## src/rtl/pc_pipe_buffer.sv

```systemverilog
// DEPTH-stage PC delay line with per-stage valid bits, global stall, bubble-inserting
// flush and a registered occupancy count. Sits between fetch and decode/execute.
module pc_pipe_buffer #(
    parameter int               WIDTH    = 8,
    parameter int               DEPTH    = 3,
    parameter logic [WIDTH-1:0] RESET_PC = '0
) (
    input  logic                       clk,
    input  logic                       rst,
    input  logic [WIDTH-1:0]           pc_in,
    input  logic                       valid_in,
    input  logic                       stall,
    input  logic                       flush,
    output logic [WIDTH-1:0]           pc_out,
    output logic                       valid_out,
    output logic [WIDTH*DEPTH-1:0]     pc_taps,
    output logic [DEPTH-1:0]           valid_taps,
    output logic [$clog2(DEPTH+1)-1:0] occupancy
);

    localparam int OW = $clog2(DEPTH + 1);

    logic [WIDTH-1:0] pc_q [DEPTH];
    logic [DEPTH-1:0] valid_q;
    logic [OW-1:0]    occ_q;
    logic [OW-1:0]    occ_next;

    // One entry enters at stage 0 and one leaves from the last stage on every advance.
    always_comb begin
        occ_next = occ_q + OW'(valid_in) - OW'(valid_q[DEPTH-1]);
    end

    always_ff @(posedge clk) begin
        if (rst) begin
            for (int k = 0; k < DEPTH; k++) begin
                pc_q[k] <= RESET_PC;
            end
            valid_q <= '0;
            occ_q   <= '0;
        end else if (flush) begin
            // PCs keep moving for debug visibility; only the valid bits are killed.
            pc_q[0] <= pc_in;
            for (int k = 1; k < DEPTH; k++) begin
                pc_q[k] <= pc_q[k-1];
            end
            valid_q <= '0;
            occ_q   <= '0;
        end else if (!stall) begin
            pc_q[0]    <= pc_in;
            valid_q[0] <= valid_in;
            for (int k = 1; k < DEPTH; k++) begin
                pc_q[k]    <= pc_q[k-1];
                valid_q[k] <= valid_q[k-1];
            end
            occ_q <= occ_next;
        end
    end

    for (genvar g = 0; g < DEPTH; g++) begin : g_taps
        assign pc_taps[g*WIDTH +: WIDTH] = pc_q[g];
    end

    assign valid_taps = valid_q;
    assign pc_out     = pc_q[DEPTH-1];
    assign valid_out  = valid_q[DEPTH-1];
    assign occupancy  = occ_q;

endmodule
```

## config.mk

```make
export PLATFORM = sky130hd
export DESIGN_NAME = pc_pipe_buffer
export DESIGN_NICKNAME = d
export VERILOG_FILES = /design/src/rtl/pc_pipe_buffer.sv
export SDC_FILE = /design/constraint.sdc
export NUM_CORES = 1
export LEC_CHECK = 0
export BUFFER_PORTS_ARGS = -buffer_cell sky130_fd_sc_hd__buf_4
export CAP_MARGIN = 20
export CORE_MARGIN = 2
export CORE_UTILIZATION = 35
export CTS_CLUSTER_SIZE = 24
export DETAILED_ROUTE_END_ITERATION = 6
export PLACE_DENSITY = 0.72
export SYNTH_ARGS = -nofsm -noshare
export SYNTH_HDL_FRONTEND = slang
export SYNTH_SLANG_ARGS = --single-unit
```

## constraint.sdc

```tcl
create_clock -name clk -period 1.35 [get_ports clk]
set_input_delay 0.135 -clock clk [delete_from_list [all_inputs] [get_ports clk]]
set_output_delay 0.135 -clock clk [all_outputs]
set_load 0.05 [all_outputs]
```

# --- Word-level counts from Yosys, hierarchy flattened ---
# Memories as Yosys holds them, arrays and structs flattened.
# Index checks and enable logic that the tools add are counted.
classes:
  addsub: 2
  multipliers: 0
  div_mod_pow: 0
  order_cmp: 0
  n_eq_ne: 0
  n_shift: 0
  muxes: 15
  bitwise: 6
  n_reduce_logical: 1
op_table:
  columns: ["cell", "n"]
  rows:
  - ["8-bit 2-to-1 mux", 6]
  - ["1-bit 2-to-1 mux", 9]
  - ["1-bit OR", 6]
  - ["2-bit by 1-bit adder with 2-bit output", 1]
  - ["2-bit OR reduction", 1]
  - ["2-bit by 1-bit subtractor with 2-bit output", 1]
totals:
  register_bits: 5
  latchBits: 0
  mem_bits_rw: 24
  romBits: 0
  output_inout_bits: 38
  word_cells: 27
  mem_count: 1
mem_list:
  columns: ["name", "words", "word_bits", "read_ports", "rd_ports_with_merged_regs", "wr", "line", "text"]
  rows:
  - ["pc_q", 3, 8, 3, 0, 3, "23", "logic [WIDTH-1:0] pc_q [DEPTH];"]

# --- Logic depth before layout (Yosys ltp) ---
# Gate-level depths: netlist of run 1.
logic_depth:
  depth_word: 5
  mapped_depth: 7

# --- Worst setup path before layout of run 1 ---
# OpenSTA, ideal clock, no wires.
synth_timing:
  path_kind: "register -> register"
  start: "register occ_q[0] (netlist: occupancy[0])"
  end: "register occ_q[1] (netlist: occupancy[1])"
  arrival_time_ns: 1.732
  required_ns: 1.280
  setup_slack_ns: -0.452
  path_stages_with_launch: 8
  synth_period_minus_slack_ns: 1.802
  path_cell_list: "dfxtp_1 inv_1 ha_1 inv_1 ha_1 xnor2_1 or3_1 a21boi_1"
synth_via:
  elab_chain_cells: 2
synth_rtl:
  columns: ["element", "line", "text"]
  rows:
  - ["start: declaration", "25", "logic [OW-1:0] occ_q;"]
  - ["start signal: assignment", "55", "occ_q <= occ_next;"]
  - ["2-bit by 1-bit adder with 2-bit output", "30", "occ_next = occ_q + OW'(valid_in) - OW'(valid_q[DEPTH-1]);"]
  - ["2-bit by 1-bit subtractor with 2-bit output", "30", null]
# No other way between the ends.
# A chain may end at the register's enable or synchronous reset.

# --- Worst setup path after layout of run 1 ---
# Ends and elaborated chain as after synthesis.

==> results.toml, run 1 <==
[status]
status = "finished, violations left"
violations = "negative setup slack"

[worst_setup_path]
required_ns = 1.60
reg2reg_from = "occupancy[0]$_SDFFE_PP0N_"
critPathKind = "flip-flop to flip-flop"
cp.arrival_ns = 1.71
crit_fanout = 2
r2r_end = "occupancy[1]$_SDFFE_PP0N_"
r2r_cells = 7
r2r_slack_ns = -0.12
start_kind = "flip-flop"
worstSetupEndpointType = "flip-flop"

[placed_design]
post-dp-hpwl_um = 1541
dp_slack_ns = -0.09226
io_buffers = 50
place_area_sq_mm = 0.001584
gp_congestion = 0.6870

[grt]
antenna_found_initial = 0
track_usage_pct = 11.59
first_global_vias = 802
grt-ovfl-total = 0
grt_max_degree = 25
grt_pass1_wl_um = 3456

[power]
p_sw_share_pct = 30.55
power.leakage_nw = 0.7519
netSwitchingPower_uw = 628.9
pwr-share-seq_pct = 51.3
total_power_mw = 2.058
pwr_density_cell_mw_per_mm2 = 1250
p_int_mw = 1.429
clockPowerShare_pct = 25.0
ir_drop_mv = 0.6400
p_comb_share_pct = 23.7

[synthesis]
synth_fp_nets = 100
synth_cell_types = 17
ys_seq_area_share_pct = 67.28
yosys.area.top_type = "edfxtp_1"
async_reset_ff_share_pct = 0
ys_ff_latch = 29
synth_area_leaders = "edfxtp_1 (59%), and2_1 (12%), dfxtp_1 (8.2%)"
synth.avg_cell_area_sq_um = 14.35
synth_flop_cell = "edfxtp_1"
synth_cells = 85
syn_area_sq_mm = 0.001220
yosys_warnings = 0
synth_edf_count = 24
synth_common_cells = "and2_1 (24), edfxtp_1 (24), buf_4 (9)"
synth_top_cell_area_share_pct = 59.08

[timing]
fmax_mhz = 681.7
hold_viol = 0
clock_skew_ns = 0.01099
setup_viol = 1
period_share_pct = 108.7
drv_slew = 0
worst_slack_ns = -0.1169
rsz0062_at_grt = "true"
setup-tns-final_ns = -0.1169
max_slew_margin_pct = 70.53
worstMarginPinSlew_ns = 0.4411
finalCriticalPeriod_ns = 1.467

[routing]
drc = 0
routed_wl_um = 2062
dr_total_vias = 772
drt_pre_antenna_iters = 4
ant_nets = 0
vias_per_cell = 4.289
avgRoutedWirePerCell_um = 11.46
drt_iter0_markers = 8

[final_layout]
nets = 148
syn2layout_area_growth_pct = 34.97
n_antenna_cell = 0
final_area_sq_mm = 0.001647
drive_gt1_share_pct = 49.25
final_util_pct = 49.34

[worst_hold_path]
hold_end = "occupancy[0]$_SDFFE_PP0N_"
whs_path_depth = 2
worstHoldStart = "flush"
hp-class = "primary input to flip-flop"

[floorplanning]
die-area_sq_mm = 0.003974
rows = 21
io_pins = 51
die_height_um = 63.04
die_w_um = 63.04
core_sq_mm = 0.003337
start_util_pct = 36.56

[cts]
numCtsBuffers = 5
htreeDepth = 2
postCtsSetupBuffers = 0
hold_buffers = 0
cts_tree = "done"
clock_path_buffers = 2
clkTransAtPathRegs_ns = 0.08
root_buffer = "clkbuf_4"
clk_latency_ns = 0.31
cts.sinks = 29

[job]
cap_violations = 0
sequential cells by signal, summed over array words and instances, names as in the netlist:
register and count:
valid_taps 3, pc_q 24, occupancy 2
how the worst max path moves through the flow:
stage,cells after the start,slack [ns],endpoint,from
after floorplan,7,-0.15,occupancy[1]$_SDFFE_PP0N_,occupancy[0]$_SDFFE_PP0N_
after global placement,7,-0.03,occupancy[1]$_SDFFE_PP0N_,occupancy[0]$_SDFFE_PP0N_
after detailed placement,7,-0.09,occupancy[1]$_SDFFE_PP0N_,occupancy[0]$_SDFFE_PP0N_
after CTS,7,-0.14,occupancy[1]$_SDFFE_PP0N_,occupancy[0]$_SDFFE_PP0N_
after global routing,7,-0.21,occupancy[1]$_SDFFE_PP0N_,occupancy[0]$_SDFFE_PP0N_
final,7,-0.12,occupancy[1]$_SDFFE_PP0N_,occupancy[0]$_SDFFE_PP0N_
timing repair:
item / 4_1_cts / 5_1_grt
hold endpoints to repair: 0 / 0
endpoints found under the setup margin: 1 / 1
resized for setup: 0 / 1
cell families after synthesis:
group | synth area share, %
AND/OR/NAND/NOR | 15.08
buffers and inverters | 9.230
flip-flops | 67.28
adder cells (fa/ha/maj) | 2.051
multiplexers | 3.282
AO/OA/AOI/OAI | 2.359
XOR/XNOR | 0.7181
final cells by class:
| cell class | count | area (sq um) |
|---|---|---|
| timing repair buffer | 53 | 397.9 |
| fill | 305 | 1690 |
| multi-input combinational | 41 | 292.8 |
| clock buffer | 8 | 58.81 |
| inverter | 3 | 11.26 |
| sequential | 29 | 828.3 |
| tap | 46 | 57.56 |
power by group through the flow:
stage          sequential [mW]  clock, mW  combinational (mW)
3_5_place_dp              1.08          0               0.491
3_3_place_gp              1.07          0               0.485
2_1_floorplan             1.29          0               0.149
4_1_cts                   1.06      0.543               0.491
5_1_grt                   1.07      0.574               0.509
6_report                  1.06      0.515               0.488
metal layers:
layer	GRT usage, %	wire [um]	up-vias
met3	5.225	195	4
li1	-	-	376
met5	0	0	-
met1	11.42	743	347
met4	5.000	26	0
met2	20.74	1097	45
stage by stage:
step	cells	hold slack [ns]
6_report	180	0.03803
5_1_grt	180	0.03088
4_1_cts	180	0.02019
3_5_place_dp	172	0.3600
3_3_place_gp	172	0.3456
2_1_floorplan	85	0.2021
critical path, cell delays in order (launching register included):
cell and delay (ns):
dfxtp_4 0.35, inv_2 0.03, ha_1 0.26, inv_1 0.04, ha_2 0.16, xnor2_1 0.12, or3_1 0.32, a21boi_2 0.12
placed cells by master (no fill, tap or decap), drive strengths merged:
cell type / netlist / routed
or3: 1 / 1
dfxtp: 5 / 5
clkbuf: 0 / 8
edfxtp: 24 / 24
nor3: 4 / 4
xnor2: 1 / 1
nand2: 1 / 1
buf: 12 / 53
ha: 2 / 2
o21ai: 1 / 1
a21oi: 1 / 1
inv: 3 / 3
nor2: 1 / 1
a21boi: 1 / 1
and2: 24 / 24
mux2i: 4 / 4
Power figures use the tool's default switching activity.
==> inputs of run 2 (changes only) <==
HOLD_SLACK_MARGIN = 0.03   (was default)
RECOVER_POWER = 50   (was default)
TNS_END_PERCENT = 10   (was default)
==> results.toml, run 2 (synthesis gave the netlist of run 1 again) <==
[power]
clockPowerShare_pct = 25.6
power.leakage_nw = 0.7245
pwr_density_cell_mw_per_mm2 = 1290
ir_drop_mv = 0.6442
total_power_mw = 2.012
p_comb_share_pct = 22.0
pwr-share-seq_pct = 52.4
p_sw_share_pct = 31.22
p_int_mw = 1.384
netSwitchingPower_uw = 628.2

[routing]
vias_per_cell = 4.276
drc = 0
drt_pre_antenna_iters = 4
drt_iter0_markers = 7
avgRoutedWirePerCell_um = 11.47
routed_wl_um = 2076
dr_total_vias = 774
ant_nets = 0

[cts]
clk_latency_ns = 0.31
numCtsBuffers = 5
root_buffer = "clkbuf_4"
clock_path_buffers = 2
htreeDepth = 2
clkTransAtPathRegs_ns = 0.08
postCtsSetupBuffers = 0
cts_tree = "done"
cts.sinks = 29

[timing]
setup_viol = 49
rsz0062_at_grt = "true"
hold_slack_ns = 0.05040
period_share_pct = 108.7
worst_slack_ns = -0.1171
drv_slew = 0
setup-tns-final_ns = -2.788
max_slew_margin_pct = 70.57
fmax_mhz = 681.6
hold_viol = 0
finalCriticalPeriod_ns = 1.467
worstMarginPinSlew_ns = 0.4404
clock_skew_ns = 0.01005

[final_layout]
largest_register_ffs = 24
final_area_sq_mm = 0.001560
fill_cells = 321
layout_commonest_cell = "clkbuf_2"
n_antenna_cell = 0
final_cells = 181
final_util_pct = 46.76
drive_gt1_share_pct = 48.15
regMostFlops = "pc_q"
nets = 149
layout_common_cells = "clkbuf_2 (37), and2_1 (24), edfxtp_1 (24)"
syn2layout_area_growth_pct = 27.90

[floorplanning]
io_pins = 51
core_sq_mm = 0.003337
die_height_um = 63.04
rows = 21
die_w_um = 63.04
die-area_sq_mm = 0.003974
start_util_pct = 36.56

[grt]
first_global_vias = 810
antenna_found_initial = 0
grt_pass1_wl_um = 3484
grt_max_degree = 25
grt-ovfl-total = 0
track_usage_pct = 11.67

[worst_hold_path]
hold_end = "occupancy[0]$_SDFFE_PP0N_"
whs_path_depth = 2
hp-class = "primary input to flip-flop"
worstHoldStart = "rst"

[placed_design]
post-dp-hpwl_um = 1541
gp_congestion = 0.6870
dp_slack_ns = -0.09226
io_buffers = 50
place_area_sq_mm = 0.001584
place_inst = 172

[worst_setup_path]
worstSetupEndpointType = "flip-flop"
cp_slowest_stage_delay_ns = 0.35
r2r_slack_ns = -0.12
start_kind = "flip-flop"
reg2reg_from = "occupancy[0]$_SDFFE_PP0N_"
path_depth = 7
r2r_end = "occupancy[1]$_SDFFE_PP0N_"
path_buf_inv = 2
cp.arrival_ns = 1.71
critPathKind = "flip-flop to flip-flop"
r2r_cells = 7
crit_slowest_cell = "dfxtp_4"
cp_cell_sequence = "inv_2 > ha_1 > inv_1 > ha_2 > xnor2_1 > or3_1 > a21boi_2"
cp_top_family = "adder cells"
cp-startpoint = "occupancy[0]$_SDFFE_PP0N_"
crit_fanout = 2
required_ns = 1.60

[job]
cap_violations = 0

[status]
status = "finished, violations left"
violations = "negative setup slack"
==> run 2: layer usage <==
metal	GRT usage (%)	vias up	wire length (um)
li1	-	378	-
met3	5.225	4	193
met4	5.000	0	26
met5	0	-	0
met1	11.42	349	759
met2	21.01	43	1096
==> run 2: cell type report <==
cell class / instances / area, sq um / area share, %
multi-input cells: 41 / 292.8 / 18.77
repair buffers: 54 / 311.5 / 19.97
well taps: 46 / 57.56 / 3.689
flip-flops and latches: 29 / 828.3 / 53.09
inverters: 3 / 11.26 / 0.7217
clock buffers: 8 / 58.81 / 3.769
==> run 2: repair_timing <==
action                     in CTS  in global routing
hold endpoints to repair        3                  0
hold buffers                    1                  0
gates resized for setup         0                  1
setup endpoints to repair       1                  1
==> run 2: power by group through the flow <==
stage	sequential, mW	combinational (mW)	clock [mW]
after floorplan	1.29	0.149	0
after global placement	1.07	0.485	0
after detailed placement	1.08	0.491	0
after CTS	1.06	0.494	0.543
after global routing	1.06	0.465	0.574
final	1.05	0.443	0.515
==> run 2: worst max-delay path by stage <==
stage,endpoint,slack (ns)
global placement,occupancy[1]$_SDFFE_PP0N_,-0.03
finish,occupancy[1]$_SDFFE_PP0N_,-0.12
CTS,occupancy[1]$_SDFFE_PP0N_,-0.14
floorplan,occupancy[1]$_SDFFE_PP0N_,-0.15
global route,occupancy[1]$_SDFFE_PP0N_,-0.21
detailed placement,occupancy[1]$_SDFFE_PP0N_,-0.09
